**src/rtl/bcd_round_ctrl.sv**
```systemverilog
// BCD switch game sequencer: button conditioning, LFSR target draw, round timing,
// 2-of-5 code judging, score and round bookkeeping.

module bcd_round_debounce #(
  parameter int DEBOUNCE_CYC = 1000000
) (
  input  logic clk_i,
  input  logic rst_ni,
  input  logic raw_i,
  output logic press_o
);
  localparam int CW = (DEBOUNCE_CYC > 1) ? $clog2(DEBOUNCE_CYC) : 1;

  logic [1:0]    sync_q;
  logic [CW-1:0] cnt_q;
  logic          level_q;
  logic          prev_q;
  logic          press_q;

  // Level flips only after DEBOUNCE_CYC consecutive disagreeing cycles; any agreement restarts the count.
  always_ff @(posedge clk_i or negedge rst_ni) begin
    if (!rst_ni) begin
      sync_q  <= 2'b00;
      cnt_q   <= '0;
      level_q <= 1'b0;
      prev_q  <= 1'b0;
      press_q <= 1'b0;
    end else begin
      sync_q  <= {sync_q[0], raw_i};
      prev_q  <= level_q;
      press_q <= level_q & ~prev_q;
      if (sync_q[1] == level_q) begin
        cnt_q <= '0;
      end else if (cnt_q == CW'(DEBOUNCE_CYC - 1)) begin
        cnt_q   <= '0;
        level_q <= sync_q[1];
      end else begin
        cnt_q <= cnt_q + CW'(1);
      end
    end
  end

  assign press_o = press_q;
endmodule

module bcd_round_ctrl #(
  parameter int         NUM_ROUNDS   = 10,
  parameter int         TIMEOUT_CYC  = 200000000,
  parameter int         DEBOUNCE_CYC = 1000000,
  parameter logic [7:0] LFSR_SEED    = 8'hA5
) (
  input  logic       clk_i,
  input  logic       rst_ni,
  input  logic       btn_i,
  input  logic       start_i,
  input  logic [4:0] sw_i,
  output logic [3:0] target_o,
  output logic [3:0] score_o,
  output logic [3:0] round_o,
  output logic       playing_o,
  output logic       game_over_o,
  output logic       hit_o,
  output logic       miss_o,
  output logic       timeout_o
);
  localparam int TW = $clog2(TIMEOUT_CYC);

  typedef enum logic [1:0] {IDLE = 2'd0, PLAY = 2'd1, OVER = 2'd2} state_t;

  state_t        state_q;
  logic [7:0]    lfsr_q, lfsr_d;
  logic [TW-1:0] timer_q;
  logic [3:0]    target_q, draw_d, score_q, round_q, round_d;
  logic          playing_q, game_over_q, hit_q, miss_q, timeout_q;
  logic          btn_press, start_press, match, timer_end;
  logic [4:0]    code;

  // Returns {valid, digit}; only the ten 2-of-5 patterns are valid.
  function automatic logic [4:0] decode_sw(input logic [4:0] sw);
    case (sw)
      5'b11000: decode_sw = 5'b1_0000;
      5'b00011: decode_sw = 5'b1_0001;
      5'b00101: decode_sw = 5'b1_0010;
      5'b00110: decode_sw = 5'b1_0011;
      5'b01001: decode_sw = 5'b1_0100;
      5'b01010: decode_sw = 5'b1_0101;
      5'b01100: decode_sw = 5'b1_0110;
      5'b10001: decode_sw = 5'b1_0111;
      5'b10010: decode_sw = 5'b1_1000;
      5'b10100: decode_sw = 5'b1_1001;
      default:  decode_sw = 5'b0_0000;
    endcase
  endfunction

  function automatic logic [3:0] draw_digit(input logic [3:0] raw, input logic [3:0] cur);
    logic [3:0] t;
    t = (raw >= 4'd10) ? raw - 4'd10 : raw;
    if (t == cur) begin
      t = (t == 4'd9) ? 4'd0 : t + 4'd1;
    end
    return t;
  endfunction

  bcd_round_debounce #(.DEBOUNCE_CYC(DEBOUNCE_CYC)) u_btn_db (
    .clk_i(clk_i), .rst_ni(rst_ni), .raw_i(btn_i), .press_o(btn_press)
  );

  bcd_round_debounce #(.DEBOUNCE_CYC(DEBOUNCE_CYC)) u_start_db (
    .clk_i(clk_i), .rst_ni(rst_ni), .raw_i(start_i), .press_o(start_press)
  );

  // Next-state helpers for the sequencer.
  always_comb begin
    lfsr_d    = {lfsr_q[6:0], lfsr_q[7] ^ lfsr_q[5] ^ lfsr_q[4] ^ lfsr_q[3]};
    draw_d    = draw_digit(lfsr_q[3:0], target_q);
    code      = decode_sw(sw_i);
    match     = code[4] && (code[3:0] == target_q);
    round_d   = round_q + 4'd1;
    timer_end = (timer_q == TW'(TIMEOUT_CYC - 1));
  end

  // Game FSM with registered outputs; a press on the timeout cycle takes priority.
  always_ff @(posedge clk_i or negedge rst_ni) begin
    if (!rst_ni) begin
      state_q     <= IDLE;
      lfsr_q      <= LFSR_SEED;
      timer_q     <= '0;
      target_q    <= 4'd0;
      score_q     <= 4'd0;
      round_q     <= 4'd0;
      playing_q   <= 1'b0;
      game_over_q <= 1'b0;
      hit_q       <= 1'b0;
      miss_q      <= 1'b0;
      timeout_q   <= 1'b0;
    end else begin
      lfsr_q    <= lfsr_d;
      hit_q     <= 1'b0;
      miss_q    <= 1'b0;
      timeout_q <= 1'b0;
      case (state_q)
        IDLE, OVER: begin
          if (start_press) begin
            state_q     <= PLAY;
            score_q     <= 4'd0;
            round_q     <= 4'd0;
            target_q    <= draw_d;
            timer_q     <= '0;
            playing_q   <= 1'b1;
            game_over_q <= 1'b0;
          end
        end
        PLAY: begin
          if (btn_press || timer_end) begin
            if (btn_press && match) begin
              hit_q   <= 1'b1;
              score_q <= score_q + 4'd1;
            end else begin
              miss_q    <= 1'b1;
              timeout_q <= ~btn_press;
            end
            round_q <= round_d;
            timer_q <= '0;
            if (round_d == 4'(NUM_ROUNDS)) begin
              state_q     <= OVER;
              playing_q   <= 1'b0;
              game_over_q <= 1'b1;
            end else begin
              target_q <= draw_d;
            end
          end else begin
            timer_q <= timer_q + TW'(1);
          end
        end
        default: begin
          state_q     <= IDLE;
          playing_q   <= 1'b0;
          game_over_q <= 1'b0;
        end
      endcase
    end
  end

  assign target_o    = target_q;
  assign score_o     = score_q;
  assign round_o     = round_q;
  assign playing_o   = playing_q;
  assign game_over_o = game_over_q;
  assign hit_o       = hit_q;
  assign miss_o      = miss_q;
  assign timeout_o   = timeout_q;
endmodule
```
**config.mk**
```make
export PLATFORM = sky130hd
export DESIGN_NAME = bcd_round_ctrl
export DESIGN_NICKNAME = d
export VERILOG_FILES = /design/src/rtl/bcd_round_ctrl.sv
export SDC_FILE = /design/constraint.sdc
export NUM_CORES = 1
export LEC_CHECK = 0
export ABC_AREA = 1
export BUFFER_PORTS_ARGS = -buffer_cell sky130_fd_sc_hd__buf_2
export CAP_MARGIN = 20
export CORE_MARGIN = 5
export CORE_UTILIZATION = 30
export DETAILED_ROUTE_END_ITERATION = 10
export GPL_TIMING_DRIVEN = 0
export MAX_ROUTING_LAYER = met4
export PLACE_DENSITY = 0.46
export SYNTH_ARGS = -nofsm -noshare
export SYNTH_HDL_FRONTEND = slang
export SYNTH_HIERARCHICAL = 1
export SYNTH_SLANG_ARGS = --single-unit
```
**constraint.sdc**
```tcl
create_clock -name clk_i -period 4.2 [get_ports clk_i]
set_input_delay 0.84 -clock clk_i [delete_from_list [all_inputs] [get_ports clk_i]]
set_output_delay 0.84 -clock clk_i [all_outputs]
set_load 0.1 [all_outputs]
```
==> metrics.txt <==
Rows=51; reg2reg start=round_o[0]; CTS root buffer=clkbuf_16; share of the clock period used by the worst path after layout=0.524; Worst IR Drop VDD=0.000183 V; first drt pass iteration count=4; DRC marker count from the first detailed-route iteration=194; number of antenna violations at the first check in global routing=0; global-route wire length before repair=22800 um; length in cells of the worst reg-to-reg path=8; min cycle time layout=2200 ps; Synth async-reset ratio=1.00; Clk Latency, worst-skew pair=350 ps; TritonCTS clock tree=built; sequential cell area in the final layout=2610 um^2; data arrival time of the critical path=2440 ps; number of enable-type register cells in the synthesized netlist=0; fraction of post-synthesis cell area in the top cell type by area=0.421; total number of yosys warnings=6; area of the multi-input gates=2990 um^2; width of the chip=151 um; Clock Path Buffers=2; fraction of layout instances using a drive strength above 1=0.153; Clock Pin Slew Worst Setup and Hold Paths=70 ps; Crit Reg-Reg Endpoint=state_q[1]; power per cell area=281 nW/um^2; maximum number of pins on one net before global-route repair=75; static leakage power=3.07 nW; average detailed-routed wire length per instance=12.3 um; number of buffers added to fix hold violations after cts=0; cell types with the largest area share after synthesis=dfrtp_1 (42%), nand2_1 (10%), nor2_1 (7.6%), inv_1 (5.0%), xor2_1 (4.7%); vias per cell=4.50; final setup violation count=0; Die Height=151 um; detailed placer's ending HPWL=9610 um; max incr delay on CP=300 ps; number of max-slew violations in the final report=0; Top cell by count, worst path=nand2_1; maximum fanout count along the critical path=5; required time at the endpoint of the critical path=4440 ps; class of the tightest hold or removal check=flip-flop to flip-flop; result of the run=finished, final reports clean; startpoint of the worst setup timing path=sw_i[0]; routed wire length=12900 um; Hold Violations, Final=0; sequence of cells on the critical path=buf_2 > inv_1 > ha_1 > nand2_1 > nand2_1 > nand2_1 > nand2_1 > nand3b_1 > nand2_1 > nor2_1 > nand2_1 > nand2_1 > nand3_2 > nand2_1 > nand2_1; IO Pins=26; FF+latch count, synth=104; antenna viol nets, final=0; setup repair after global routing missed its margin=no; via count of the first global-routing pass=4676; hold depth=0; cell count after synthesis=748; number of maximum-capacitance constraint violations=0; Final Skew=8.94 ps; minimum setup slack among reg-to-reg paths=2220 ps; core area=19500 um^2; Yosys cell types=42; Relative slew margins=0.592; final antenna diode count=0; number of input and output port buffers inserted=25; setup tns final=0 ps; effective utilization at floorplan=0.305; routability congestion estimate=0.799; endpoint class of the critical path=flip-flop; f_max=454 MHz; Post-CTS Setup Bufs=0; Resized Gates After CTS=0; die area=22700 um^2; nets in the synthesized netlist=768; fill cell instance count of the final layout=2108; total routing usage reported by global routing=0.127; Post-Synthesis Mean Instance Area=7.95 um^2; overall via count from detail_route=4747; largest area contributor in the synthesized netlist=dfrtp_1; DRC violations left=0; overflow left after global routing=0; crit path launch type=input port; Num Clock Sinks=104; net count reported at finish=805; area overhead of the layout relative to synthesis=13.0%; critical path's slowest cell=ha_1; Hold Path End=lfsr_q[7]; total standard cell area after synthesis=5940 um^2; number of buffers created by CTS=9; critical path type=input port to flip-flop; Worst Hold Margin=354 ps; transition time at the pin with the least slew margin=606 ps; sequential fraction of the synthesis area=0.439; hold_sp=lfsr_q[6]; most used flip-flop cell after synthesis=dfrtp_1; number of levels the H-tree was split into=3
[state kept, by name (all words and copies together), names as in the netlist]
name / flops
target_o: 4
u_start_db/cnt_q: 20
timer_q: 28
u_start_db/prev_q: 1
state_q: 2
u_start_db/sync_q: 2
lfsr_q: 8
u_btn_db/sync_q: 2
u_start_db/press_o: 1
u_btn_db/prev_q: 1
u_start_db/level_q: 1
u_btn_db/cnt_q: 20
timeout_o: 1
round_o: 4
u_btn_db/press_o: 1
u_btn_db/level_q: 1
miss_o: 1
score_o: 4
playing_o: 1
hit_o: 1
[synth_stat cells (2+ instances only)]
| library cell | number |
|---|---|
| nor2_2 | 20 |
| nand4_1 | 20 |
| o22ai_1 | 2 |
| xor2_1 | 32 |
| nor3_1 | 15 |
| nor4_1 | 2 |
| clkinv_2 | 2 |
| or2_1 | 3 |
| inv_2 | 7 |
| dfrtp_1 | 100 |
| nand3_2 | 4 |
| nor2_4 | 8 |
| nand2_2 | 13 |
| nor2_1 | 120 |
| dfstp_2 | 4 |
| inv_1 | 79 |
| nor3_4 | 2 |
| xor2_2 | 2 |
| nor3b_1 | 2 |
| nor3b_2 | 4 |
| nand3b_1 | 3 |
| buf_4 | 2 |
| o21ai_1 | 12 |
| o21ai_0 | 20 |
| nand2_1 | 162 |
| ha_1 | 11 |
| xnor2_1 | 8 |
| nand3_1 | 54 |
| a21oi_1 | 17 |
| nand2_4 | 6 |
[worst max path at each step]
stage	to	slack, ps	cells after the start
floorplan	state_q[1]	1870	8
finish	score_o[0]	2000	15
CTS	score_o[0]	1990	16
global placement	u_btn_db/cnt_q[0]	920	1
global route	score_o[1]	1760	16
detailed placement	score_o[0]	1620	16
[report_power, final]
group	leakage, nW	internal (mW)	switching, mW
clock network	0.136	0.408	0.398
registers	1.42	1.01	0.00461
logic	1.51	0.0202	0.0515
[kinds of logic after synthesis]
group / synth area share
compound gates: 0.0579
xor+xnor: 0.0644
fa+ha+maj: 0.0232
buf+inv: 0.0585
flops: 0.439
simple gates: 0.357
[metrics by stage]
stage / util / power (mW) / cell area (um^2) / setup WS, ps / std cells
floorplan: - / 1.07 / 5940 / 1870 / 748
global placement: 0.329 / 1.10 / 6400 / 918 / 1038
detailed placement: 0.331 / 1.11 / 6430 / 1620 / 1039
CTS: 0.345 / 1.94 / 6720 / 1990 / 1055
global route: 0.345 / 1.98 / 6720 / 1760 / 1055
finish: 0.345 / 1.89 / 6720 / 2000 / 1055
[area by class of cell]
| type | instances | area share |
|---|---|---|
| clock buffer | 9 | 0.0335 |
| tap | 265 | 0.0494 |
| timing repair buffer | 26 | 0.0237 |
| buffer | 2 | 0.00224 |
| inverter | 88 | 0.0496 |
| sequential | 104 | 0.388 |
| clock inverter | 7 | 0.00838 |
| multi-input combinational | 554 | 0.445 |
[cell usage in the layout, fill, tap and decap left out, types with 7 or more instances in the layout]
cell,instances
buf_2,24
clkbuf_16,9
o21ai_1,12
a21oi_1,17
dfrtp_1,100
xnor2_1,8
nand2_1,162
inv_1,79
nor2_1,120
xor2_1,32
o21ai_0,20
inv_2,7
nor2_4,8
nor3_1,15
ha_1,11
nand4_1,20
nand2_2,13
nand3_1,54
nor2_2,20
[critical path: cells and delay by family]
kind                     cells  cell delay, ps
buffers and inverters        2             160
adder cells (fa/ha/maj)      1             300
AND/OR/NAND/NOR             12            1130
[metal layers]
metal | vias to the layer above | share of wire | global-route usage
met5 | - | 0 | -
met1 | 2228 | 0.50 | 0.165
met4 | 0 | 0.0085 | 0.0272
li1 | 2469 | - | -
met2 | 45 | 0.46 | 0.203
met3 | 5 | 0.031 | 0.0322
Note: power is estimated with default switching activity, not from simulation.
